File: src/rtl/status_led_ctrl.sv
`timescale 1ns/1ps
// -----------------------------------------------------------------------------
// status_led_ctrl
//
// Multi-channel status LED sequencer. Every channel is independently set to
// off, on, blink, or "code" mode. In code mode the channel repeats a burst of
// N pulses followed by a long gap, so a board LED can report a numeric status
// or fault. A single shared prescaler produces a one-cycle tick enable. All
// timing counts ticks, so the block runs entirely on clk with no derived
// clocks.
//
// Ports:
//   clk   in   1              system clock, single domain
//   rstn  in   1              synchronous active-low reset
//   mode  in   2*NUM_CH       per-channel mode, ch i at [2i+1:2i]
//                             0 off, 1 on, 2 blink, 3 code
//   code  in   CODE_W*NUM_CH  per-channel pulse count for code mode,
//                             ch i at [CODE_W*i +: CODE_W]
//   tick  out  1              registered one-cycle prescaler strobe
//   led   out  NUM_CH         registered LED drive, 1 = lit
// -----------------------------------------------------------------------------
module status_led_ctrl #(
    parameter int unsigned NUM_CH     = 2,
    parameter int unsigned TICK_DIV   = 65536,
    parameter int unsigned BLINK_HALF = 128,
    parameter int unsigned ON_TICKS   = 32,
    parameter int unsigned OFF_TICKS  = 32,
    parameter int unsigned GAP_TICKS  = 256,
    parameter int unsigned CODE_W     = 4
) (
    input  logic                       clk,
    input  logic                       rstn,
    input  logic [2*NUM_CH-1:0]        mode,
    input  logic [CODE_W*NUM_CH-1:0]   code,
    output logic                       tick,
    output logic [NUM_CH-1:0]          led
);

    // -------------------------------------------------------------------------
    // Types and derived sizes
    // -------------------------------------------------------------------------
    typedef enum logic [1:0] {
        MODE_OFF   = 2'd0,
        MODE_ON    = 2'd1,
        MODE_BLINK = 2'd2,
        MODE_CODE  = 2'd3
    } mode_e;

    typedef enum logic [1:0] {
        S_IDLE      = 2'd0,
        S_PULSE_ON  = 2'd1,
        S_PULSE_OFF = 2'd2,
        S_GAP       = 2'd3
    } code_state_e;

    localparam int unsigned PRE_W        = $clog2(TICK_DIV);
    localparam int unsigned BLINK_PERIOD = 2 * BLINK_HALF;
    localparam int unsigned BLINK_W      = $clog2(BLINK_PERIOD);

    // The channel timer is shared by all three timed states, so it is sized
    // for the longest of them. A width floor of 1 keeps the degenerate case
    // where every duration is a single tick legal.
    localparam int unsigned MAX_TICKS_OO = (ON_TICKS > OFF_TICKS) ? ON_TICKS : OFF_TICKS;
    localparam int unsigned MAX_TICKS    = (MAX_TICKS_OO > GAP_TICKS) ? MAX_TICKS_OO : GAP_TICKS;
    localparam int unsigned TMR_W        = (MAX_TICKS > 1) ? $clog2(MAX_TICKS) : 1;

    localparam logic [PRE_W-1:0]   PRE_LAST    = PRE_W'(TICK_DIV - 1);
    localparam logic [BLINK_W-1:0] BLINK_LAST  = BLINK_W'(BLINK_PERIOD - 1);
    localparam logic [BLINK_W-1:0] BLINK_HALF_V = BLINK_W'(BLINK_HALF);
    localparam logic [TMR_W-1:0]   ON_LAST     = TMR_W'(ON_TICKS - 1);
    localparam logic [TMR_W-1:0]   OFF_LAST    = TMR_W'(OFF_TICKS - 1);
    localparam logic [TMR_W-1:0]   GAP_LAST    = TMR_W'(GAP_TICKS - 1);

    // -------------------------------------------------------------------------
    // Shared prescaler
    // -------------------------------------------------------------------------
    logic [PRE_W-1:0] pre_cnt_q, pre_cnt_d;
    logic             tick_q, tick_d;

    // NOTE: every variable written in an always_comb gets a default first, so
    // no path can leave it unassigned and infer a latch.
    always_comb begin
        pre_cnt_d = pre_cnt_q + PRE_W'(1);
        if (pre_cnt_q == PRE_LAST) begin
            pre_cnt_d = '0;
        end
    end

    // The strobe is registered from the terminal count, so it appears in the
    // cycle after the counter reaches TICK_DIV-1.
    assign tick_d = (pre_cnt_q == PRE_LAST);

    // NOTE: state registers use non-blocking assignments so all flops sample
    // their inputs at the same edge regardless of statement order.
    always_ff @(posedge clk) begin
        if (!rstn) begin
            pre_cnt_q <= '0;
            tick_q    <= 1'b0;
        end else begin
            pre_cnt_q <= pre_cnt_d;
            tick_q    <= tick_d;
        end
    end

    assign tick = tick_q;

    // -------------------------------------------------------------------------
    // Shared blink counter: one counter keeps all blinking channels in phase.
    // -------------------------------------------------------------------------
    logic [BLINK_W-1:0] blink_cnt_q, blink_cnt_d;
    logic               blink_phase_d;

    always_comb begin
        blink_cnt_d = blink_cnt_q;
        if (tick_q) begin
            if (blink_cnt_q == BLINK_LAST) begin
                blink_cnt_d = '0;
            end else begin
                blink_cnt_d = blink_cnt_q + BLINK_W'(1);
            end
        end
    end

    // Decoded from the next count so the LED register changes on the same
    // edge as the counter itself.
    assign blink_phase_d = (blink_cnt_d < BLINK_HALF_V);

    always_ff @(posedge clk) begin
        if (!rstn) begin
            blink_cnt_q <= '0;
        end else begin
            blink_cnt_q <= blink_cnt_d;
        end
    end

    // -------------------------------------------------------------------------
    // Per-channel code FSM and LED register
    // -------------------------------------------------------------------------
    for (genvar i = 0; i < NUM_CH; i++) begin : g_ch
        mode_e             ch_mode;
        logic [CODE_W-1:0] ch_code;
        logic              code_req;
        code_state_e       state_q, state_d;
        logic [TMR_W-1:0]  timer_q, timer_d;
        logic [CODE_W-1:0] remain_q, remain_d;
        logic              led_q, led_d;

        assign ch_mode  = mode_e'(mode[2*i +: 2]);
        assign ch_code  = code[CODE_W*i +: CODE_W];
        // A zero count in code mode is treated as "nothing to report".
        assign code_req = (ch_mode == MODE_CODE) && (ch_code != '0);

        always_comb begin
            state_d  = state_q;
            timer_d  = timer_q;
            remain_d = remain_q;

            if (ch_mode != MODE_CODE) begin
                // Leaving code mode aborts the sequence on any cycle, not
                // just on a tick, so a later return always starts cleanly.
                state_d = S_IDLE;
                timer_d = '0;
            end else if (tick_q) begin
                case (state_q)
                    S_IDLE: begin
                        if (code_req) begin
                            remain_d = ch_code;
                            timer_d  = '0;
                            state_d  = S_PULSE_ON;
                        end
                    end

                    S_PULSE_ON: begin
                        if (timer_q == ON_LAST) begin
                            timer_d = '0;
                            if (remain_q == CODE_W'(1)) begin
                                state_d = S_GAP;
                            end else begin
                                remain_d = remain_q - CODE_W'(1);
                                state_d  = S_PULSE_OFF;
                            end
                        end else begin
                            timer_d = timer_q + TMR_W'(1);
                        end
                    end

                    S_PULSE_OFF: begin
                        if (timer_q == OFF_LAST) begin
                            timer_d = '0;
                            state_d = S_PULSE_ON;
                        end else begin
                            timer_d = timer_q + TMR_W'(1);
                        end
                    end

                    S_GAP: begin
                        if (timer_q == GAP_LAST) begin
                            timer_d = '0;
                            // The code input is sampled only here and in
                            // IDLE, so changes mid-burst take effect on the
                            // following burst.
                            if (code_req) begin
                                remain_d = ch_code;
                                state_d  = S_PULSE_ON;
                            end else begin
                                state_d = S_IDLE;
                            end
                        end else begin
                            timer_d = timer_q + TMR_W'(1);
                        end
                    end

                    default: begin
                        state_d = S_IDLE;
                        timer_d = '0;
                    end
                endcase
            end
        end

        // LED decode from next state, so the output edge lines up with the
        // state change rather than trailing it by a cycle.
        always_comb begin
            led_d = 1'b0;
            case (ch_mode)
                MODE_OFF:   led_d = 1'b0;
                MODE_ON:    led_d = 1'b1;
                MODE_BLINK: led_d = blink_phase_d;
                MODE_CODE:  led_d = (state_d == S_PULSE_ON);
                default:    led_d = 1'b0;
            endcase
        end

        always_ff @(posedge clk) begin
            if (!rstn) begin
                state_q  <= S_IDLE;
                timer_q  <= '0;
                remain_q <= '0;
                led_q    <= 1'b0;
            end else begin
                state_q  <= state_d;
                timer_q  <= timer_d;
                remain_q <= remain_d;
                led_q    <= led_d;
            end
        end

        assign led[i] = led_q;
    end

endmodule

File: config.mk
export PLATFORM = sky130hd
export DESIGN_NAME = status_led_ctrl
export DESIGN_NICKNAME = d
export VERILOG_FILES = /design/src/rtl/status_led_ctrl.sv
export SDC_FILE = /design/constraint.sdc
export NUM_CORES = 1
export LEC_CHECK = 0
export CAP_MARGIN = 30
export CORE_AREA = 4 4 100 102
export DETAILED_ROUTE_END_ITERATION = 10
export DIE_AREA = 0 0 104 106
export PLACE_DENSITY = 0.52
export SLEW_MARGIN = 20
export SYNTH_ARGS = -nofsm -noshare
export SYNTH_HDL_FRONTEND = slang
export SYNTH_SLANG_ARGS = --single-unit
File: constraint.sdc
create_clock -name clk -period 4.79 [get_ports clk]
set_input_delay 0.7185 -clock clk [delete_from_list [all_inputs] [get_ports clk]]
set_output_delay 0.7185 -clock clk [all_outputs]
set_load 0.01 [all_outputs]
# Word level (Yosys, flattened, before mapping)
# Index checks and enable logic that the tools add are counted.
[totals]
latch_bits = 0
memories = 0
ram_bits = 0
ff_bits = 55
romBits = 0
in_bits = 14
[op_classes]
shift = 0
n_div = 0
n_mux = 40
addsub = 6
reduce_logical = 19
bitwise_logic = 3
magnitude_cmp = 1
n_eq_ne = 32
multipliers = 0
[ops]
columns = ["operator", "count"]
rows = [
  ["$mux W8", 8],
  ["$pmux W8 S3", 2],
  ["$mux W4", 8],
  ["$add A8 B1 Y8 const B", 3],
  ["$eq A8 B8 Y1 const B", 3],
  ["$mux W2", 12],
  ["$pmux W4 S3", 2],
  ["$ne A2 B2 Y1 const B", 10],
  ["$add A16 B1 Y16 const B", 1],
  ["$eq A16 B16 Y1 const B", 1],
  ["$eq A2 B2 Y1 const B", 8],
  ["$eq A8 B5 Y1 const B", 2],
  ["$pmux W2 S4", 2],
  ["$eq A2 B1 Y1 const B", 6],
  ["$reduce_and A6 Y1", 2],
  ["$reduce_or A2 Y1", 5],
  ["$eq A4 B1 Y1 const B", 2],
  ["$logic_not A2 Y1", 4],
  ["$lt A8 B8 Y1 const B", 1],
  ["$pmux W1 S4", 2],
  ["$reduce_bool A4 Y1", 2],
  ["$sub A4 B1 Y4 const B", 2],
  ["$reduce_bool A3 Y1", 2],
  ["$mux W1", 4],
  ["other kinds (3)", 7],
]

# Depth between registers and ports, before layout
[logic_depth]
depth_word = 9
depth_mapped = 8
ltp_nobuf = 7

# Worst setup path before layout
# OpenSTA, ideal clock, no wires.
[synth_timing]
path_kind = "input to register"
start = "input port code[0]"
end = "register g_ch[0].led_q"
setup_slack_ps = 2606
required_time_ps = 4674
path_buffers = 0
t_arrival_ps = 2068
setup_ps = 116
stages = 5
path_cell_list = "or4_4 a311oi_1 nor3_1 a211o_1 a41o_1"
[synth_via]
elab_chain_cells = 9
elab_cells_between_ends = 10
[synth_lines]
columns = ["element", "line_no", "text"]
rows = [
  ["start: declaration", "34", "input logic [CODE_W*NUM_CH-1:0] code,"],
  ["$reduce_bool A4 Y1 (*)", "151", "assign code_req = (ch_mode == MODE_CODE) && (ch_code != '0);"],
  ["$logic_and A1 B1 Y1 (*)", "151", ""],
  ["$mux W1", "202", "if (code_req) begin"],
  ["$mux W2", "197", "if (timer_q == GAP_LAST) begin"],
  ["$pmux W2 S4 (*)", "164", "case (state_q)"],
  ["$mux W2 (*)", "163", "end else if (tick_q) begin"],
  ["$mux W2 (*)", "158", "if (ch_mode != MODE_CODE) begin"],
  ["$eq A2 B1 Y1 (*)", "229", "MODE_CODE: led_d = (state_d == S_PULSE_ON);"],
  ["$pmux W1 S4 (*)", "225", "case (ch_mode)"],
  ["end signal: assignment", "244", "led_q <= led_d;"],
  ["end: declaration", "146", "logic led_q, led_d;"],
]
# Mark *: on every way between the ends. The rest lies on a longest branch, timed or not.
# A chain may end at the register's enable or synchronous reset.

# Final worst setup path
[layout_timing]
start = "register tick_q, in the netlist tick"
end = "output port tick"
[layout_lines]
columns = ["element", "line_no", "text"]
rows = [
  ["start: declaration", "78", "logic tick_q, tick_d;"],
  ["start signal: assignment", "101", "tick_q <= tick_d;"],
  ["end: declaration", "35", "output logic tick,"],
]
# No word-level cell between the ends.

==> metrics <==
Remaining DRCs=0; Crit. End Element=output pin; Max VDD drop=approximately 180 uV; NumNets Final=425; crit-path leading delay family=flip-flops; final setup vio count=0; Critical R2R Launch=tick; Buf/Inv on CP=1; routed len/inst=between 10 and 15 um; Yosys cell types=between 60 and 70; cts bufs inserted=5; Worst-Margin Slew=0.894 ns; layout cells sized above 1=under 10%; Layout fillers=slightly below 1000; row count=35; mapped cell area=3120 sq um; setup skew after layout=between 0.01 and 0.015 ns; HP Start=pre_cnt_q[0]; Synth Flop Type=dfxtp_1; Hold Crit Class=reg2reg; Worst Setup Start Kind=flop; critical-path cell list=clkdlybuf4s50_1; core area=between 9000 and 10000 sq um; CP max-delay cell=dfxtp_1; vias per cell=about 5.4; post_cts resized=0; initial core utilization=between 30% and 40%; CTS max path bufs=2; H-tree depth=2; Worst Setup Path Type=reg2out; met2 GRT Util=21.4%; Sequential Area=approximately 1100 sq um; WHS Path Cells=1; top-count cell post-synth=dfxtp_1; ANT nets after route=0; vias in the first global route=around 2600; first-pass GRT wire length=11.8 mm; worst r2r path cells=5; worst flop-to-flop path endpoint=g_ch[0].remain_q[0]; sequential fraction of the synthesis area=a little over a third; PD cells=around 250 nW/um^2; post-synth top area share=35.2%; Mapped Avg Cell Area=between 8 and 9 sq um; Max Clk Rate=roughly 390 MHz; Relative slew margins=roughly two fifths; Routed WL=about 7 mm; Worst-path clk slew=roughly 0.1 ns; post-DP HPWL=4.98 mm; ant diodes=0; Clock Tree Root=clkbuf_8; Post-Syn Nets=just over 400; crit path max fanout=20; Ys Warns=0; ranking of synthesized cells by area=dfxtp_1 35%, ha_1 7.2%, nor2_1 5.9%; DR vias=approximately 2700; number of synthesized flops with an enable pin=0; RSZ-0062 raised after global routing=no; non-filler instance count after layout=slightly above 500; GRT Util Overall=between 10% and 20%; fin crit period=roughly 2.5 ns; I/O pin count=17; multi-input logic area=~1900 sq um; DR iter-0 viols=between 80 and 90; status=complete, no violations; WP data required=approximately 4 ns; die area=roughly 11000 sq um; FF+latch count, synth=55; Worst path max stage delay=0.83 ns; Max Cap Violations=0; cells after synthesis=380; commonest cells in the netlist=55 x dfxtp_1, 49 x nor2_1, 24 x nand2_1; Slew Limit Fails=0; DR pass1 iterations=4; setup TNS=0 ns; met1 GRT Util=around 16%; Final Hold Violating Endpoints=0; post-route clock period utilization=52.9%; ys async rst share=0%; GRT met3 Usage=2.49%; R2R Setup Slk=around 2.4 ns; die span in x=roughly 100 um; Area Growth Syn to Fin=12.4%; Endpoint, Worst Hold=pre_cnt_q[0]; largest net degree at the start of global routing=21; CTS tree=built; cts hold-fix bufs=0; IO Port Bufs=16; area leader, netlist=dfxtp_1; Die H=106 um; Cell Count Post-Placement=497; clk sink count=55; aggregate global routing overflow=0; arrival time worst endpoint=1.82 ns; global route hottest layer=met2; # Post-CTS Setup Buffers=0; routability cong.=about 0.80; Pleak=approximately 1.2 nW; initial antenna violation count=0; clk_lat worst skew=between 0.3 and 0.4 ns
==> through the flow <==
| step | power, W | hold WS, ns | setup slack, ns | util, % | cell area, sq um |
|---|---|---|---|---|---|
| floorplan | 0.000494 | 0.413 | 2.61 | - | 3120 |
| global placement | 0.000515 | 0.429 | 2.06 | 37.0 | 3370 |
| detailed placement | 0.000515 | 0.442 | 1.96 | 37.0 | 3370 |
| CTS | 0.000882 | 0.458 | 2.22 | 38.5 | 3510 |
| global route | 0.000906 | 0.469 | 2.12 | 38.5 | 3510 |
| finish | 0.000872 | 0.450 | 2.25 | 38.5 | 3510 |
==> routing by layer <==
layer,part of all wire (%),routed length [um]
met5,0,0
met4,0.51,35
met3,2.8,194
met2,45,3110
met1,51,3510
==> report_power, final <==
part | internal (W) | total [W] | switching [W]
clock network | 0.000209 | 0.000367 | 0.000159
logic | 0.0000189 | 0.0000421 | 0.0000231
registers | 0.000460 | 0.000462 | 0.00000204
==> registers in the layout, indices dropped and copies added (netlist names) <==
signal,flops
blink_cnt_q,8
g_ch.led_q,2
g_ch.remain_q,8
g_ch.state_q,4
g_ch.timer_q,16
pre_cnt_q,16
tick,1
==> cells by family after synthesis <==
logic type                 Yosys count  share of synthesized area, %
AOI/OAI and AO/OA                   94                          19.9
xor gates and xnor gates            21                          5.89
adders and majority gates           18                          7.21
buffers and inverters               29                          3.84
DFF                                 55                          35.2
muxes                                3                         0.961
and+or+nand+nor                    160                          26.9
==> placed cells by master, fill, tap and decap left out, types with 12 or more instances in the layout <==
cell type        netlist  final
o21ai_1               13     13
ha_1                  18     18
dfxtp_1               55     55
xor2_1                15     15
nand2_1               24     24
o21ai_0               15     15
clkdlybuf4s50_1        0     16
nand3_1               15     15
a21oi_1               21     21
inv_1                 18     18
nor2_1                49     49
nand4_1               12     12
==> how the worst max path moves through the flow <==
stage                 start            endpoint  depth (start not counted)
floorplan           code[0]       g_ch[0].led_q                          5
global placement    code[0]       g_ch[0].led_q                          6
detailed placement     rstn  g_ch[1].timer_q[4]                          6
CTS                    tick                tick                          1
global route           tick                tick                          1
finish                 tick                tick                          1
==> final cells by class <==
type | instances | share of cell area [%]
inverter | 19 | 2.03
timing repair buffer | 16 | 4.56
multi-input combinational | 296 | 54.2
tap | 111 | 3.96
clock inverter | 3 | 1.92
clock buffer | 5 | 1.96
sequential | 55 | 31.4
(Power assumes the default switching activity.)
